<file path="src/rtl/pin_delay_pkg.sv">
// Shared types and helpers for the pin-to-pin delay meter.
// Provides the FSM state type, the pin index codes and two small helpers
// that classify the set of input bits that changed in one sample.
`timescale 1ns/1ps
package pin_delay_pkg;

  typedef enum logic [1:0] {
    IDLE   = 2'd0,
    ARMED  = 2'd1,
    COUNT  = 2'd2,
    REPORT = 2'd3
  } state_t;

  localparam logic [1:0] PIN_A = 2'd3;
  localparam logic [1:0] PIN_B = 2'd2;
  localparam logic [1:0] PIN_C = 2'd1;
  localparam logic [1:0] PIN_D = 2'd0;

  // Index of the most significant set bit; a takes priority over b, c, d.
  function automatic logic [1:0] highest_bit(input logic [3:0] v);
    if (v[3])      return PIN_A;
    else if (v[2]) return PIN_B;
    else if (v[1]) return PIN_C;
    else           return PIN_D;
  endfunction

  // True when more than one bit is set: clearing the lowest set bit
  // leaves something behind only if a second bit was present.
  function automatic logic multi_bit(input logic [3:0] v);
    return (v & (v - 4'd1)) != 4'd0;
  endfunction

endpackage

</file>
<file path="src/rtl/pin_delay_meter_sync_ff.sv">
// Multi-stage flip-flop synchronizer for asynchronous inputs.
// Ports:
//   clk    sampling clock
//   rst_n  asynchronous active-low reset, clears every stage
//   i_d    asynchronous input bundle (WIDTH bits)
//   o_q    synchronized output, DEPTH clocks behind i_d
`timescale 1ns/1ps
module sync_ff #(
  parameter int DEPTH = 2,
  parameter int WIDTH = 1
) (
  input  logic             clk,
  input  logic             rst_n,
  input  logic [WIDTH-1:0] i_d,
  output logic [WIDTH-1:0] o_q
);

  // Stage 0 captures the raw input; the last stage is the safe output.
  logic [DEPTH-1:0][WIDTH-1:0] r_stage;

  always_ff @(posedge clk or negedge rst_n) begin
    if (!rst_n) begin
      r_stage <= '0;
    end else begin
      r_stage <= {r_stage[DEPTH-2:0], i_d};
    end
  end

  assign o_q = r_stage[DEPTH-1];

endmodule

</file>
<file path="src/rtl/pin_delay_meter.sv">
// Measures the cycle delay from a toggle on one of four stimulus pins to
// the response of the downstream cell output, and reports pin, delay,
// timeout and multi-toggle flags over a valid/ready handshake.
// Ports:
//   clk, rst_n     clock and asynchronous active-low reset
//   arm            level enable for measurement
//   in_vec[3:0]    asynchronous stimulus (bit3=a .. bit0=d)
//   q_in           asynchronous cell output
//   meas_ready     consumer accepts the current result
//   meas_valid     result available, held until accepted
//   meas_pin       index of the highest toggled pin
//   meas_delay     cycles from input change to output change
//   meas_timeout   output did not respond within TIMEOUT cycles
//   meas_multi     more than one input bit changed in the trigger sample
//   busy           a measurement is counting
`timescale 1ns/1ps
module pin_delay_meter
  import pin_delay_pkg::*;
#(
  parameter int CNT_W       = 8,
  parameter int TIMEOUT     = 200,
  parameter int SYNC_STAGES = 2
) (
  input  logic             clk,
  input  logic             rst_n,
  input  logic             arm,
  input  logic [3:0]       in_vec,
  input  logic             q_in,
  input  logic             meas_ready,
  output logic             meas_valid,
  output logic [1:0]       meas_pin,
  output logic [CNT_W-1:0] meas_delay,
  output logic             meas_timeout,
  output logic             meas_multi,
  output logic             busy
);

  localparam logic [CNT_W-1:0] LP_TIMEOUT = CNT_W'(TIMEOUT);

  logic [4:0]       w_sync;
  logic [3:0]       w_in_s;
  logic             w_q_s;
  logic [3:0]       w_in_diff;
  logic             w_in_chg;
  logic             w_q_chg;
  logic [CNT_W-1:0] w_cnt_inc;

  state_t           r_state;
  logic [3:0]       r_in_b;
  logic             r_q_b;
  logic [CNT_W-1:0] r_cnt;

  // Both paths share one synchronizer so their latencies cancel exactly.
  sync_ff #(
    .DEPTH (SYNC_STAGES),
    .WIDTH (5)
  ) u_sync (
    .clk   (clk),
    .rst_n (rst_n),
    .i_d   ({in_vec, q_in}),
    .o_q   (w_sync)
  );

  assign w_in_s    = w_sync[4:1];
  assign w_q_s     = w_sync[0];
  assign w_in_diff = w_in_s ^ r_in_b;
  assign w_in_chg  = |w_in_diff;
  assign w_q_chg   = w_q_s ^ r_q_b;
  // Counter never exceeds TIMEOUT-1, so the increment cannot wrap.
  assign w_cnt_inc = r_cnt + CNT_W'(1);

  always_ff @(posedge clk or negedge rst_n) begin
    if (!rst_n) begin
      r_state      <= IDLE;
      r_in_b       <= '0;
      r_q_b        <= 1'b0;
      r_cnt        <= '0;
      meas_valid   <= 1'b0;
      meas_pin     <= '0;
      meas_delay   <= '0;
      meas_timeout <= 1'b0;
      meas_multi   <= 1'b0;
      busy         <= 1'b0;
    end else begin
      case (r_state)
        IDLE: begin
          if (arm) begin
            r_state <= ARMED;
            r_in_b  <= w_in_s;
            r_q_b   <= w_q_s;
          end
        end
        ARMED: begin
          if (!arm) begin
            r_state <= IDLE;
          end else if (w_in_chg) begin
            meas_pin     <= highest_bit(w_in_diff);
            meas_multi   <= multi_bit(w_in_diff);
            meas_timeout <= 1'b0;
            r_in_b       <= w_in_s;
            r_cnt        <= '0;
            // Output already moved in the same sample: zero-cycle path.
            if (w_q_chg) begin
              r_q_b      <= w_q_s;
              meas_delay <= '0;
              meas_valid <= 1'b1;
              r_state    <= REPORT;
            end else begin
              busy    <= 1'b1;
              r_state <= COUNT;
            end
          end else if (w_q_chg) begin
            // Output moved on its own; track it without reporting.
            r_q_b <= w_q_s;
          end
        end
        COUNT: begin
          if (!arm) begin
            busy    <= 1'b0;
            r_state <= IDLE;
          end else if (w_q_chg) begin
            r_q_b      <= w_q_s;
            meas_delay <= w_cnt_inc;
            meas_valid <= 1'b1;
            busy       <= 1'b0;
            r_state    <= REPORT;
          end else if (w_cnt_inc == LP_TIMEOUT) begin
            meas_delay   <= LP_TIMEOUT;
            meas_timeout <= 1'b1;
            meas_valid   <= 1'b1;
            busy         <= 1'b0;
            r_state      <= REPORT;
          end else begin
            r_cnt <= w_cnt_inc;
          end
        end
        REPORT: begin
          // Inputs moving while the result waits are absorbed by re-baselining.
          if (meas_ready) begin
            meas_valid <= 1'b0;
            r_in_b     <= w_in_s;
            r_q_b      <= w_q_s;
            r_state    <= arm ? ARMED : IDLE;
          end
        end
        default: r_state <= IDLE;
      endcase
    end
  end

endmodule

</file>
<file path="config.mk">
export PLATFORM = sky130hd
export DESIGN_NAME = pin_delay_meter
export DESIGN_NICKNAME = d
export VERILOG_FILES = /design/src/rtl/pin_delay_pkg.sv /design/src/rtl/pin_delay_meter_sync_ff.sv /design/src/rtl/pin_delay_meter.sv
export SDC_FILE = /design/constraint.sdc
export NUM_CORES = 1
export LEC_CHECK = 0
export BUFFER_PORTS_ARGS = -buffer_cell sky130_fd_sc_hd__buf_4
export CAP_MARGIN = 20
export CELL_PAD_IN_SITES_DETAIL_PLACEMENT = 0
export CELL_PAD_IN_SITES_GLOBAL_PLACEMENT = 1
export CORE_AREA = 10 10 79 81
export CTS_BUF_LIST = sky130_fd_sc_hd__clkbuf_2 sky130_fd_sc_hd__clkbuf_4 sky130_fd_sc_hd__clkbuf_8
export CTS_CLUSTER_DIAMETER = 80
export DETAILED_ROUTE_END_ITERATION = 6
export DIE_AREA = 0 0 89 91
export GPL_TIMING_DRIVEN = 0
export PLACE_DENSITY_LB_ADDON = 0.08
export SLEW_MARGIN = 20
export SYNTH_ARGS = -nofsm -noshare
export SYNTH_HDL_FRONTEND = slang
export SYNTH_HIERARCHICAL = 1
export SYNTH_SLANG_ARGS = --single-unit
</file>
<file path="constraint.sdc">
create_clock -name clk -period 2.5 [get_ports clk]
set_clock_uncertainty 0.15 [all_clocks]
set_input_delay 0.5 -clock clk [delete_from_list [all_inputs] [get_ports clk]]
set_output_delay 0.5 -clock clk [all_outputs]
set_load 0.01 [all_outputs]
</file>
==> results_dict.tcl <==
set metrics [dict create \
    worstPathArrival_ps 2330 \
    synthesis.area_um2 2200 \
    hpwlAfterDp_mm 3.45 \
    grt_pass1_wl_mm 7.90 \
    grt_overflow 0 \
    core.rowCount 25 \
    peakVddDrop_v 0.000531 \
    tns_ps 0 \
    hold_ws_ps 23.2 \
    clock_sinks 39 \
    grt_pass1_vias 1615 \
    synth.net_count 223 \
    hold_viol 0 \
    dp.cells 283 \
    diodes 0 \
    via_count 1596 \
    worst_slew_pin_slew_ps 750 \
    die_w_um 89 \
    finalSetupViolCount 0 \
    final_antenna_net_count 0 \
    holdBufCountCts 0 \
    track_usage_pct 12.1 \
    yosys.area_share.simple_pct 15.2 \
    start_kind "register" \
    power_leakage_nw 1.11 \
    syn2layout_area_growth_pct 16.9 \
    dr.pass1.iters 4 \
    wl_mm 4.59 \
    rsz0062_at_grt "false" \
    viasPerCell 5.48 \
    cp_max_fo 8 \
    initialDrtViolationCount 113 \
    post_cts_buffers 0 \
    die_h_um 91 \
    drc_errors 0 \
    place_congestion 0.846 \
    cts_buffers 5 \
    clkTransAtPathRegs_ps 80 \
    cap_violations 0 \
    cpPeakStageDelay_ps 510 \
    io_buffers 21 \
    synthCells 208 \
    dieArea_um2 8100 \
    avgSynthCellArea_um2 10.6 \
    path_cells "buf_4, xor2_1, nor4_4, nor3_2, o21ai_4, mux2_4" \
    hold_path_class "input port to async pin" \
    avgRoutedWirePerCell_um 15.8 \
    fmax_mhz 434 \
    fin_cells 291 \
    synth_ff_type "dfrtp_1" \
    relSlewSlack_pct 49.7 \
    synthAdderAreaFrac_pct 3.42 \
    critPathRequiredTime_ps 2520 \
    final_max_slew_viol_count 0 \
    critical_path_class "register to register" \
    ys_seq_area_share_pct 44.4 \
    nets 251 \
    cts_tree "yes" \
    cts-root-buf "clkbuf_8" \
    core_um2 4660 \
    grt_max_degree 40 \
    cts.path.max_buffers 2 \
    worst_path_max_delay_cell "nor4_4" \
    synth_edf_count 0 \
    synth_top_family_by_area "compound AO/OA/AOI/OAI gates" \
    synthMuxAreaShare_pct 8.60 \
    status "complete, no violations" \
    initial_core_util_pct 47.1 \
    io_pins 23 \
    power_w 0.00258 \
    synth_compound_area_share_pct 16.7 \
    clk_latency_ps 290 \
    power.density_nw_per_um2 1000 \
    drive_gt1_share_pct 24.9 \
    antenna_found_initial 0 \
    cp-end-kind "register" \
    crit_buf_inv 1 \
    synth_async_sr_flop_share_pct 100 \
    ys_warn_count 6 \
    synthXorXnorAreaFrac_pct 6.78 \
    fin_crit_ps 2310 \
    cts_max_level 2 \
    ys_types 48 \
    synth-seq-cells 39 \
    period_share_pct 92.2 \
    path_delay_family "simple AND/OR/NAND/NOR gates" \
]
==> cell usage in the layout (no fill, tap or decap), drive strengths merged, types with 11 or more instances in the layout <==
master	synthesis	final
nor2	15	15
dfrtp	39	39
mux2	11	11
o211ai	12	12
a21oi	11	11
nand2	15	15
buf	10	30
xnor2	11	11
==> per-stage QoR <==
stage	worst slack, ps	util [%]	instance area (um^2)
2_1_floorplan	453	-	2200
3_3_place_gp	196	52.0	2420
3_5_place_dp	135	52.0	2420
4_1_cts	115	54.5	2540
5_1_grt	55.9	55.1	2570
6_report	194	55.1	2570
==> cells by family after synthesis <==
kind of cell    Yosys count
simple gates             62
flops                    39
mux                      14
xor+xnor                 17
buf+inv                  21
fa+ha+maj                 6
compound gates           49
==> registers in the layout (all words and copies together), names as in the netlist <==
signal and count:
meas_pin 2, meas_timeout 1, busy 1, r_state 2, r_q_b 1, r_cnt 8
meas_delay 8, r_in_b 4, meas_multi 1, u_sync/r_stage 5, meas_valid 1, u_sync/o_q 5
==> synthesized netlist by cell type (3+ instances only) <==
cell      instances  area [um^2]
dfrtp_1          39          976
nand2_1          15         56.3
nor2_1           15         56.3
o211ai_1         12         90.1
a21oi_1          11         55.1
xnor2_1          11         96.3
inv_1             9         33.8
nand3_1           7         35.0
buf_4             6         45.0
ha_1              6         75.1
mux2_4            6         90.1
xor2_1            6         52.6
o21ai_0           5         25.0
or3_1             5         31.3
and3_1            4         25.0
buf_2             4         20.0
mux2_1            4         45.0
nand4_1           3         18.8
==> worst paths after layout <==
kind,endpoint,cells past startpoint,slack [ps],startpoint
hold / removal,meas_multi$_DFFE_PN0P_,1,20,rst_n
setup reg to reg,meas_delay[3]$_DFFE_PN0P_,6,190,u_sync/o_q[1]$_DFF_PN0_
setup / recovery,meas_delay[3]$_DFFE_PN0P_,6,190,u_sync/o_q[1]$_DFF_PN0_
max in group asynchronous,r_cnt[5]$_DFFE_PN0P_,1,1830,rst_n
hold reg to reg,u_sync/o_q[1]$_DFF_PN0_,0,200,u_sync/r_stage[1]$_DFF_PN0_
min in group clk,u_sync/r_stage[2]$_DFF_PN0_,1,170,in_vec[1]
==> routing by layer <==
metal	track usage, %	vias to the layer above	routed length [um]
met1	17.0	757	2280
li1	-	801	-
met3	3.40	2	237
met4	3.58	0	23
met2	17.3	36	2050
met5	0	-	0
==> where the power goes <==
| group | internal [W] | total (W) | switching [W] | leakage (nW) |
|---|---|---|---|---|
| combinational | 0.000491 | 0.00119 | 0.000695 | 0.553 |
| clock | 0.000323 | 0.000539 | 0.000216 | 0.0612 |
| sequential | 0.000757 | 0.000856 | 0.0000993 | 0.491 |
==> cell type report <==
class | count | area, um^2
sequential | 39 | 976
buffer | 12 | 75.1
clock inverter | 2 | 35.0
tap | 54 | 67.6
fill | 408 | 2090
inverter | 9 | 33.8
clock buffer | 6 | 82.6
multi-input combinational | 148 | 1140
timing repair buffer | 21 | 158
==> repair_timing <==
item | 4_1_cts | 5_1_grt
endpoints found under the setup margin | 0 | 7
endpoints found under the hold margin | 0 | 0
resized for setup | 0 | 5
==> worst reg2reg max path, cell delays in order, from the launching register on <==
cell,delay [ps]
dfrtp_1,370
buf_4,140
xor2_1,170
nor4_4,510
nor3_2,130
o21ai_4,390
mux2_4,340
No activity file was read; power rests on OpenSTA's default activity.
